**config.mk**
```make
export PLATFORM = sky130hd
export DESIGN_NAME = board_io_ctrl
export DESIGN_NICKNAME = d
export VERILOG_FILES = /design/src/rtl/board_io_ctrl.sv
export SDC_FILE = /design/constraint.sdc
export NUM_CORES = 1
export LEC_CHECK = 0
export ABC_AREA = 0
export ABC_CLOCK_PERIOD_IN_PS = 2560
export CORE_ASPECT_RATIO = 0.7
export CORE_MARGIN = 3
export CORE_UTILIZATION = 40
export CTS_BUF_LIST = sky130_fd_sc_hd__clkbuf_8 sky130_fd_sc_hd__clkbuf_16
export DETAILED_ROUTE_END_ITERATION = 10
export DONT_BUFFER_PORTS = 1
export HOLD_SLACK_MARGIN = 0.02
export PLACE_DENSITY = 0.54
export SLEW_MARGIN = 20
export SYNTH_ARGS = -nofsm -noshare
export SYNTH_HDL_FRONTEND = slang
export SYNTH_SLANG_ARGS = --single-unit
```
**constraint.sdc**
```tcl
create_clock -name clk -period 2.56 [get_ports clk]
set_input_delay 0 -clock clk [delete_from_list [all_inputs] [get_ports clk]]
set_output_delay 0 -clock clk [all_outputs]
set_load 0.1 [all_outputs]
```
**src/rtl/board_io_ctrl.sv**
```systemverilog
// -----------------------------------------------------------------------------
// board_io_ctrl
//
// Board-level I/O conditioning between the raw board pins and the core:
//   - 2-FF synchronisers on the raw buttons and on the LED activity inputs
//   - per-button debounce, and a reset FSM that holds the core in reset while
//     any button is pressed plus RESET_HOLD_CYCLES after the last release
//   - a bank of active-low LEDs, each with a mode: off, direct, stretched
//     activity or heartbeat
//
// Optional build macro BOARD_IO_TEST_LEDS_EN: when defined, the LEDs ignore
// mode_i/act_i and show a single lit LED walking one channel per heartbeat
// toggle. Debounce and reset generation are unchanged.
//
// Ports:
//   clk          core clock
//   rst_n        asynchronous active-low reset, clears every flop
//   btn_i        raw active-high buttons (asynchronous)
//   act_i        per-channel activity level (asynchronous, active-high)
//   mode_i       per-channel mode, channel k at [2k+1:2k]
//                (00 off, 01 direct, 10 stretched, 11 heartbeat)
//   led_o        LED drive, active-low (1 = off)
//   btn_db_o     debounced button levels
//   sys_rst_n_o  synchronous active-low core reset
// -----------------------------------------------------------------------------
module board_io_ctrl #(
    parameter int NUM_LEDS          = 6,
    parameter int NUM_BTNS          = 2,
    parameter int DEBOUNCE_CYCLES   = 640000,
    parameter int STRETCH_CYCLES    = 3200000,
    parameter int HB_HALF_CYCLES    = 32000000,
    parameter int RESET_HOLD_CYCLES = 65536
) (
    input  logic                  clk,
    input  logic                  rst_n,
    input  logic [NUM_BTNS-1:0]   btn_i,
    input  logic [NUM_LEDS-1:0]   act_i,
    input  logic [2*NUM_LEDS-1:0] mode_i,
    output logic [NUM_LEDS-1:0]   led_o,
    output logic [NUM_BTNS-1:0]   btn_db_o,
    output logic                  sys_rst_n_o
);

    // Counter widths sized to the largest value each counter holds.
    localparam int DB_W   = (DEBOUNCE_CYCLES > 1)   ? $clog2(DEBOUNCE_CYCLES)   : 1;
    localparam int ST_W   = $clog2(STRETCH_CYCLES + 1);
    localparam int HB_W   = (HB_HALF_CYCLES > 1)    ? $clog2(HB_HALF_CYCLES)    : 1;
    localparam int HOLD_W = (RESET_HOLD_CYCLES > 1) ? $clog2(RESET_HOLD_CYCLES) : 1;

    localparam logic [DB_W-1:0]   DB_LAST   = DB_W'(DEBOUNCE_CYCLES - 1);
    localparam logic [ST_W-1:0]   ST_LOAD   = ST_W'(STRETCH_CYCLES);
    localparam logic [HB_W-1:0]   HB_LAST   = HB_W'(HB_HALF_CYCLES - 1);
    localparam logic [HOLD_W-1:0] HOLD_LAST = HOLD_W'(RESET_HOLD_CYCLES - 1);

    typedef enum logic [1:0] {
        RUN       = 2'd0,
        HOLD_BTN  = 2'd1,
        HOLD_TIME = 2'd2
    } state_t;

    // ---------------- synchronisers and debounce ----------------
    logic [NUM_BTNS-1:0] btn_s1_q, btn_s1_d, btn_s2_q, btn_s2_d;
    logic [NUM_LEDS-1:0] act_s1_q, act_s1_d, act_s2_q, act_s2_d;
    logic [NUM_BTNS-1:0] btn_db_q, btn_db_d;
    logic [DB_W-1:0]     db_cnt_q [NUM_BTNS];
    logic [DB_W-1:0]     db_cnt_d [NUM_BTNS];

    always_comb begin
        btn_s1_d = btn_i;
        btn_s2_d = btn_s1_q;
        act_s1_d = act_i;
        act_s2_d = act_s1_q;
        btn_db_d = btn_db_q;
        for (int b = 0; b < NUM_BTNS; b++) begin
            db_cnt_d[b] = db_cnt_q[b];
            if (btn_s2_q[b] != btn_db_q[b]) begin
                // The level must disagree for DEBOUNCE_CYCLES consecutive
                // cycles; any agreeing cycle restarts the count.
                if (db_cnt_q[b] == DB_LAST) begin
                    btn_db_d[b] = ~btn_db_q[b];
                    db_cnt_d[b] = '0;
                end else begin
                    db_cnt_d[b] = db_cnt_q[b] + 1'b1;
                end
            end else begin
                db_cnt_d[b] = '0;
            end
        end
    end

    always_ff @(posedge clk or negedge rst_n) begin
        if (!rst_n) begin
            btn_s1_q <= '0;
            btn_s2_q <= '0;
            act_s1_q <= '0;
            act_s2_q <= '0;
            btn_db_q <= '0;
            for (int b = 0; b < NUM_BTNS; b++) begin
                db_cnt_q[b] <= '0;
            end
        end else begin
            btn_s1_q <= btn_s1_d;
            btn_s2_q <= btn_s2_d;
            act_s1_q <= act_s1_d;
            act_s2_q <= act_s2_d;
            btn_db_q <= btn_db_d;
            for (int b = 0; b < NUM_BTNS; b++) begin
                db_cnt_q[b] <= db_cnt_d[b];
            end
        end
    end

    // ---------------- reset FSM ----------------
    state_t              state_q, state_d;
    logic [HOLD_W-1:0]   hold_cnt_q, hold_cnt_d;
    logic                sys_rst_q, sys_rst_d;
    logic                any_btn;

    assign any_btn = |btn_db_q;

    always_comb begin
        state_d    = state_q;
        hold_cnt_d = hold_cnt_q;
        case (state_q)
            RUN: begin
                if (any_btn) state_d = HOLD_BTN;
            end
            HOLD_BTN: begin
                if (!any_btn) begin
                    state_d    = HOLD_TIME;
                    hold_cnt_d = '0;
                end
            end
            HOLD_TIME: begin
                // A new press restarts the whole hold sequence.
                if (any_btn) begin
                    state_d = HOLD_BTN;
                end else if (hold_cnt_q == HOLD_LAST) begin
                    state_d    = RUN;
                    hold_cnt_d = '0;
                end else begin
                    hold_cnt_d = hold_cnt_q + 1'b1;
                end
            end
            default: begin
                state_d    = HOLD_TIME;
                hold_cnt_d = '0;
            end
        endcase
        // Registered from next_state so the reset edge lines up with the
        // state transition rather than lagging it by a cycle.
        sys_rst_d = (state_d == RUN);
    end

    always_ff @(posedge clk or negedge rst_n) begin
        if (!rst_n) begin
            state_q    <= HOLD_TIME;
            hold_cnt_q <= '0;
            sys_rst_q  <= 1'b0;
        end else begin
            state_q    <= state_d;
            hold_cnt_q <= hold_cnt_d;
            sys_rst_q  <= sys_rst_d;
        end
    end

    // ---------------- stretch, heartbeat and LED drive ----------------
    logic [ST_W-1:0]     st_cnt_q [NUM_LEDS];
    logic [ST_W-1:0]     st_cnt_d [NUM_LEDS];
    logic [HB_W-1:0]     hb_cnt_q, hb_cnt_d;
    logic                hb_q, hb_d;
    logic                hb_wrap;
    logic [NUM_LEDS-1:0] led_q, led_d;

    assign hb_wrap = (hb_cnt_q == HB_LAST);

    always_comb begin
        for (int k = 0; k < NUM_LEDS; k++) begin
            // Retriggerable, saturating at zero.
            if (act_s2_q[k]) begin
                st_cnt_d[k] = ST_LOAD;
            end else if (st_cnt_q[k] != '0) begin
                st_cnt_d[k] = st_cnt_q[k] - 1'b1;
            end else begin
                st_cnt_d[k] = '0;
            end
        end
        hb_cnt_d = hb_wrap ? '0 : hb_cnt_q + 1'b1;
        hb_d     = hb_wrap ? ~hb_q : hb_q;
    end

`ifdef BOARD_IO_TEST_LEDS_EN
    localparam int WALK_W = (NUM_LEDS > 1) ? $clog2(NUM_LEDS) : 1;
    localparam logic [WALK_W-1:0] WALK_LAST = WALK_W'(NUM_LEDS - 1);

    logic [WALK_W-1:0] walk_idx_q, walk_idx_d;

    always_comb begin
        walk_idx_d = walk_idx_q;
        if (hb_wrap) begin
            walk_idx_d = (walk_idx_q == WALK_LAST) ? '0 : walk_idx_q + 1'b1;
        end
        for (int k = 0; k < NUM_LEDS; k++) begin
            led_d[k] = (walk_idx_q != WALK_W'(k));
        end
    end

    always_ff @(posedge clk or negedge rst_n) begin
        if (!rst_n) begin
            walk_idx_q <= '0;
        end else begin
            walk_idx_q <= walk_idx_d;
        end
    end
`else
    logic [NUM_LEDS-1:0] lit;

    always_comb begin
        lit = '0;
        for (int k = 0; k < NUM_LEDS; k++) begin
            case (mode_i[2*k +: 2])
                2'b01:   lit[k] = act_s2_q[k];
                2'b10:   lit[k] = (st_cnt_q[k] != '0) | act_s2_q[k];
                2'b11:   lit[k] = hb_q;
                default: lit[k] = 1'b0;
            endcase
        end
        led_d = ~lit;
    end
`endif

    always_ff @(posedge clk or negedge rst_n) begin
        if (!rst_n) begin
            for (int k = 0; k < NUM_LEDS; k++) begin
                st_cnt_q[k] <= '0;
            end
            hb_cnt_q <= '0;
            hb_q     <= 1'b0;
            led_q    <= '1;
        end else begin
            for (int k = 0; k < NUM_LEDS; k++) begin
                st_cnt_q[k] <= st_cnt_d[k];
            end
            hb_cnt_q <= hb_cnt_d;
            hb_q     <= hb_d;
            led_q    <= led_d;
        end
    end

    assign led_o       = led_q;
    assign btn_db_o    = btn_db_q;
    assign sys_rst_n_o = sys_rst_q;

endmodule
```
==> flow_summary.yaml, run 1 <==
run_status:
  status: "complete, but fails checks"
  violations: "negative hold slack"
yosys:
  synth_fp_nets: 1134
  syn_avg_cell_area_um2: 10.1
  mappedNetlistArea_um2: 11100
  synth_warnings: 0
  ys.flop_type: "dfrtp_1"
  ys_types: 61
  yosysSeqAreaShare_pct: 54.3
  synth_edf_count: 0
  async_reset_ff_share_pct: 100
  synth.ff_latch_count: 241
  syn_inst: 1102
global_route:
  met3_usage_pct: 3.33
  grt_util_met1_pct: 23.0
  grt_use_met2_pct: 20.1
  grt_pass1_vias: 7644
  grt_pass1_wl_um: 36900
  busiest_layer: "met1"
  grt-ovfl-total: 0
  grt_use_total_pct: 14.4
  grt_start_max_net_pins: 242
  antenna_found_initial: 0
die:
  chipHeight_um: 146
  dieArea_um2: 29900
  die_w_um: 205
  rows: 50
  io-pin-count: 31
  core_um2: 27000
  initial_core_util_pct: 41.2
clock_network:
  cts_buffer_depth: 3
  ctsHtreeMaxLevel: 1
  cts_root_buffer: "clkbuf_16"
  cts_tree: "done"
  holdBufCountCts: 29
  cts_buffers: 26
  clkSinkCount: 241
  clk_latency_ps: 530
  clkTransAtPathRegs_ps: 60
pwr:
  ir_drop_uv: 570
  p_total_mw: 9.74
  power_density_nw_per_um2: 752
  leakage_nw: 5.32
critical_path:
  regToRegStartpoint: "st_cnt_q[11]"
  setup.worst_path.start: "st_cnt_q[11]"
  max_stage_delay_ps: 630
  cp-end-kind: "flop"
  required_ps: 3030
  crit_arrival_ps: 2900
  cp-start-kind: "flop"
  crit_fanout: 5
  crit_chain: "or4_1, nor2_4, nand4_1, nor3_1, buf_4, o31a_1, dlygate4sd3_1"
  critPathKind: "reg -> reg"
  slowest_stage: "or4_1"
finish:
  fin_nets: 1197
  n_fill_cell: 2552
  antenna_cells: 0
  final_cell_mix: "dfrtp_1 (234), nor2_1 (213), xnor2_1 (95)"
  final_common_cell: "dfrtp_1"
  drive_gt1_share_pct: 8.78
  syn2layout_area_growth_pct: 16.3
timing:
  setup_viol: 0
  layout_min_cycle_time_ps: 2430
  timing.slew.headroom_pct: 42.3
  holdWs_ps: -812
  fin_skew_ps: 8.98
  max_clock_freq_ghz: 0.412
  hold_viol: 241
  tightest_slew_ps: 867
  slew_viol_final: 0
  period_share_pct: 94.9
  rsz0062_at_grt: "false"
  fin_setup_tns_ps: 0
routing:
  via_per_inst: 4.97
  final_antenna_net_count: 0
  drt-wirelength-per-cell_um: 13.3
  drt_iter0_markers: 405
  firstDrtPassIters: 5
  wl_um: 20600
  vias: 7688
  drc_errors: 0
min_path:
  hold_path.class: "in -> async"
placement:
  portBuffers: 0
  hpwl_um: 13300
  gp_congestion: 0.763
flow_run:
  maxCapViolCount: 0
-- per-stage QoR --
stage / utilization, % / cell area, um2 / setup slack (ps) / instances
2_1_floorplan: - / 11100 / 355 / 1102
3_3_place_gp: 43.2 / 11700 / 369 / 1469
3_5_place_dp: 43.2 / 11700 / 292 / 1469
4_1_cts: 47.8 / 12900 / 45.6 / 1545
5_1_grt: 47.9 / 12900 / 22.0 / 1548
6_report: 47.9 / 12900 / 130 / 1548
-- synth_stat cells (25+ instances only) --
cell	instances	share of area [%]
inv_1	32	1.1
or3_1	28	1.6
nand4_1	25	1.4
dfrtp_1	234	53
nor2_1	214	7.2
xor2_1	65	5.1
nand3_1	41	1.8
a21oi_1	34	1.5
nor4_1	27	1.5
nor3_1	50	2.2
xnor2_1	95	7.5
nand2_1	62	2.1
-- final timing paths --
check | endpoint | slack (ps) | cells past startpoint
setup / recovery | led_o[5] | 130 | 7
hold / removal | st_cnt_q[108] | -810 | 0
setup reg to reg | led_o[5] | 130 | 7
hold reg to reg | act_s2_q[3] | 350 | 0
max in group asynchronous | led_o[2] | 3000 | 0
min in group clk | led_o[4] | 100 | 2
-- cell type report --
| type | instances | area, um2 | area share [%] |
|---|---|---|---|
| inverters | 33 | 124 | 0.957 |
| repair buffers | 56 | 505 | 3.90 |
| clock inverters | 17 | 221 | 1.71 |
| well taps | 364 | 455 | 3.52 |
| flip-flops and latches | 241 | 6040 | 46.7 |
| multi-input cells | 807 | 4880 | 37.7 |
| clock buffers | 30 | 717 | 5.54 |
-- critical path, delay by kind of cell, from the launching register on --
family	cells	cell delay (ps)
buf+inv	2	720
simple gates	4	1130
flops	1	400
compound gates	1	110
-- routing by layer --
layer  vias to the layer above  wire length, um  share of wire [%]
met4                         0              293                1.4
met5                         -                0                  0
met2                        80             8150                 40
met3                        23              772                3.7
met1                      3664            11400                 55
li1                       3921                -                  -
-- what timing repair did --
action | 4_1_cts | 5_1_grt
hold endpoints to repair | 255 | 241
resized for setup | 0 | 3
endpoints found under the setup margin | 0 | 2
setup buffers | 0 | 3
-- kinds of logic after synthesis --
kind of cell	after synthesis	synth area share [%]
and+or+nand+nor	534	23.9
DFF	241	54.3
xor gates and xnor gates	160	12.6
AOI/OAI and AO/OA	97	5.63
buffers and inverters	54	1.96
adders and majority gates	10	1.12
muxes	6	0.573
-- sequential cells by signal (all words and copies together) (netlist names) --
| signal | cells |
|---|---|
| act_s1_q | 6 |
| act_s2_q | 6 |
| btn_db_o | 2 |
| btn_s1_q | 2 |
| btn_s2_q | 2 |
| db_cnt_q | 40 |
| hb_cnt_q | 25 |
| hb_q | 1 |
| hold_cnt_q | 16 |
| led_o | 6 |
| st_cnt_q | 132 |
| state_q | 2 |
| sys_rst_n_o | 1 |
-- power by group --
part | switching, mW | internal (mW) | total [mW] | leakage, nW
clock network | 1.54 | 2.51 | 4.05 | 0.466
logic | 0.655 | 0.565 | 1.22 | 1.81
registers | 0.358 | 4.11 | 4.47 | 3.05
(Power assumes the default switching activity.)
==> run 2: changes to the inputs <==
- HOLD_SLACK_MARGIN: 0.02 -> not set
==> flow_summary.yaml, run 2 (same netlist as run 1, synthesis figures left out) <==
die:
  core_um2: 27000
  die_w_um: 205
  io-pin-count: 31
  chipHeight_um: 146
  dieArea_um2: 29900
  initial_core_util_pct: 41.2
  rows: 50
global_route:
  grt-ovfl-total: 0
  grt_pass1_wl_um: 36900
  grt_start_max_net_pins: 242
  grt_use_total_pct: 14.4
  grt_pass1_vias: 7640
  antenna_found_initial: 0
clock_network:
  clk_latency_ps: 530
  cts_buffer_depth: 3
  clkTransAtPathRegs_ps: 60
  cts_tree: "done"
  holdBufCountCts: 26
  cts_buffers: 26
  cts_root_buffer: "clkbuf_16"
  ctsHtreeMaxLevel: 1
  clkSinkCount: 241
critical_path:
  crit_chain: "or4_1, nor2_4, nand4_1, nor3_1, buf_4, o31a_1, dlygate4sd3_1"
  slowest_stage: "or4_1"
  critPathKind: "reg -> reg"
  max_stage_delay_ps: 630
  rr_worst_depth: 7
  crit_fanout: 5
  required_ps: 3030
  cp-end-kind: "flop"
  cp-start-kind: "flop"
  crit_arrival_ps: 2900
placement:
  gp_congestion: 0.763
  dp_slack_ps: 292
  portBuffers: 0
  hpwl_um: 13300
  dp_cells: 1469
timing:
  setup_ws_ps: 131
  holdWs_ps: -812
  rsz0062_at_grt: "false"
  period_share_pct: 94.9
  layout_min_cycle_time_ps: 2430
  slew_viol_final: 0
  fin_skew_ps: 8.98
  setup_viol: 0
  fin_setup_tns_ps: 0
  tightest_slew_ps: 867
  timing.slew.headroom_pct: 42.3
  max_clock_freq_ghz: 0.412
  hold_viol: 241
pwr:
  p_seq_share_pct: 45.9
  clkPwrFrac_pct: 41.6
  leakage_nw: 5.31
  p_switching_mw: 2.56
  swShare_pct: 26.3
  power_density_nw_per_um2: 754
  power_frac_comb_pct: 12.5
  ir_drop_uv: 569
  internal_power_mw: 7.18
flow_run:
  maxCapViolCount: 0
routing:
  via_per_inst: 4.97
  drc_errors: 0
  vias: 7671
  top_layer_used: "met4"
  wl_um: 20600
  drt-wirelength-per-cell_um: 13.4
  routedLengthMet1_um: 11400
  drt_iter0_markers: 404
  wl_met2_um: 8140
  firstDrtPassIters: 4
  route.met3.wl_um: 746
  final_antenna_net_count: 0
run_status:
  status: "complete, but fails checks"
  violations: "negative hold slack"
finish:
  fin_nets: 1194
  final_common_cell: "dfrtp_1"
  stdcell_count: 1545
  regMostFlops: "st_cnt_q"
  syn2layout_area_growth_pct: 16.1
  largest_reg_flops: 132
  final_util_pct: 47.8
  reg.largest.list: "st_cnt_q (132), db_cnt_q (40), hb_cnt_q (25)"
  ff_latch_area_um2: 6040
  antenna_cells: 0
  final_cell_mix: "dfrtp_1 (234), nor2_1 (213), xnor2_1 (95)"
  drive_gt1_share_pct: 8.81
  multi_input_area_um2: 4880
  n_fill_cell: 2555
min_path:
  hold_path.class: "in -> async"
[run 2: cell count changes in the layout (fill, tap and decap cells not counted)]
| cell | before | now |
|---|---|---|
| dlygate4sd3_1 | 29 | 26 |
[run 2: worst max-delay path, delay by kind of cell (launching register included)]
kind / cells / cell delay (ps)
AOI/OAI and AO/OA: 1 / 110
buffers and inverters: 2 / 720
DFF: 1 / 400
and+or+nand+nor: 4 / 1130
[run 2: stage by stage]
step | area (um2) | power (mW)
2_1_floorplan | 11100 | 5.42
3_3_place_gp | 11700 | 5.69
3_5_place_dp | 11700 | 5.70
4_1_cts | 12900 | 9.90
5_1_grt | 12900 | 10.3
6_report | 12900 | 9.74
[run 2: worst paths after layout]
kind                               from  slack (ps)            end
min                               rst_n        -810  st_cnt_q[108]
min in group clk               act_i[1]          30    act_s1_q[1]
min reg2reg                 act_s1_q[3]         350    act_s2_q[3]
max in group asynchronous         rst_n        2980       led_o[2]
max                        st_cnt_q[11]         130       led_o[5]
max reg2reg                st_cnt_q[11]         130       led_o[5]
[run 2: metal layers]
metal,track usage (%),up-vias
met3,3.33,24
met4,2.53,0
met1,23.0,3668
li1,-,3913
met2,20.1,66
met5,0,-
[run 2: area by class of cell]
| cell class | count | share of cell area (%) |
|---|---|---|
| clock buffer | 30 | 5.55 |
| clock inverter | 17 | 1.71 |
| inverter | 33 | 0.959 |
| multi-input combinational | 807 | 37.8 |
| sequential | 241 | 46.8 |
| tap | 364 | 3.53 |
| timing repair buffer | 53 | 3.68 |
[run 2: power groups by stage]
stage | registers, mW | clock network [mW] | logic, mW
floorplan | 4.46 | 0 | 0.960
global placement | 4.52 | 0 | 1.17
detailed placement | 4.53 | 0 | 1.18
CTS | 4.46 | 4.22 | 1.22
global route | 4.51 | 4.38 | 1.40
finish | 4.46 | 4.05 | 1.22
[run 2: repair_timing]
| action | 4_1_cts | 5_1_grt |
|---|---|---|
| hold endpoints to repair | 255 | 241 |
| buffers inserted | 0 | 3 |
| resized for setup | 0 | 3 |
| endpoints found under the setup margin | 0 | 2 |
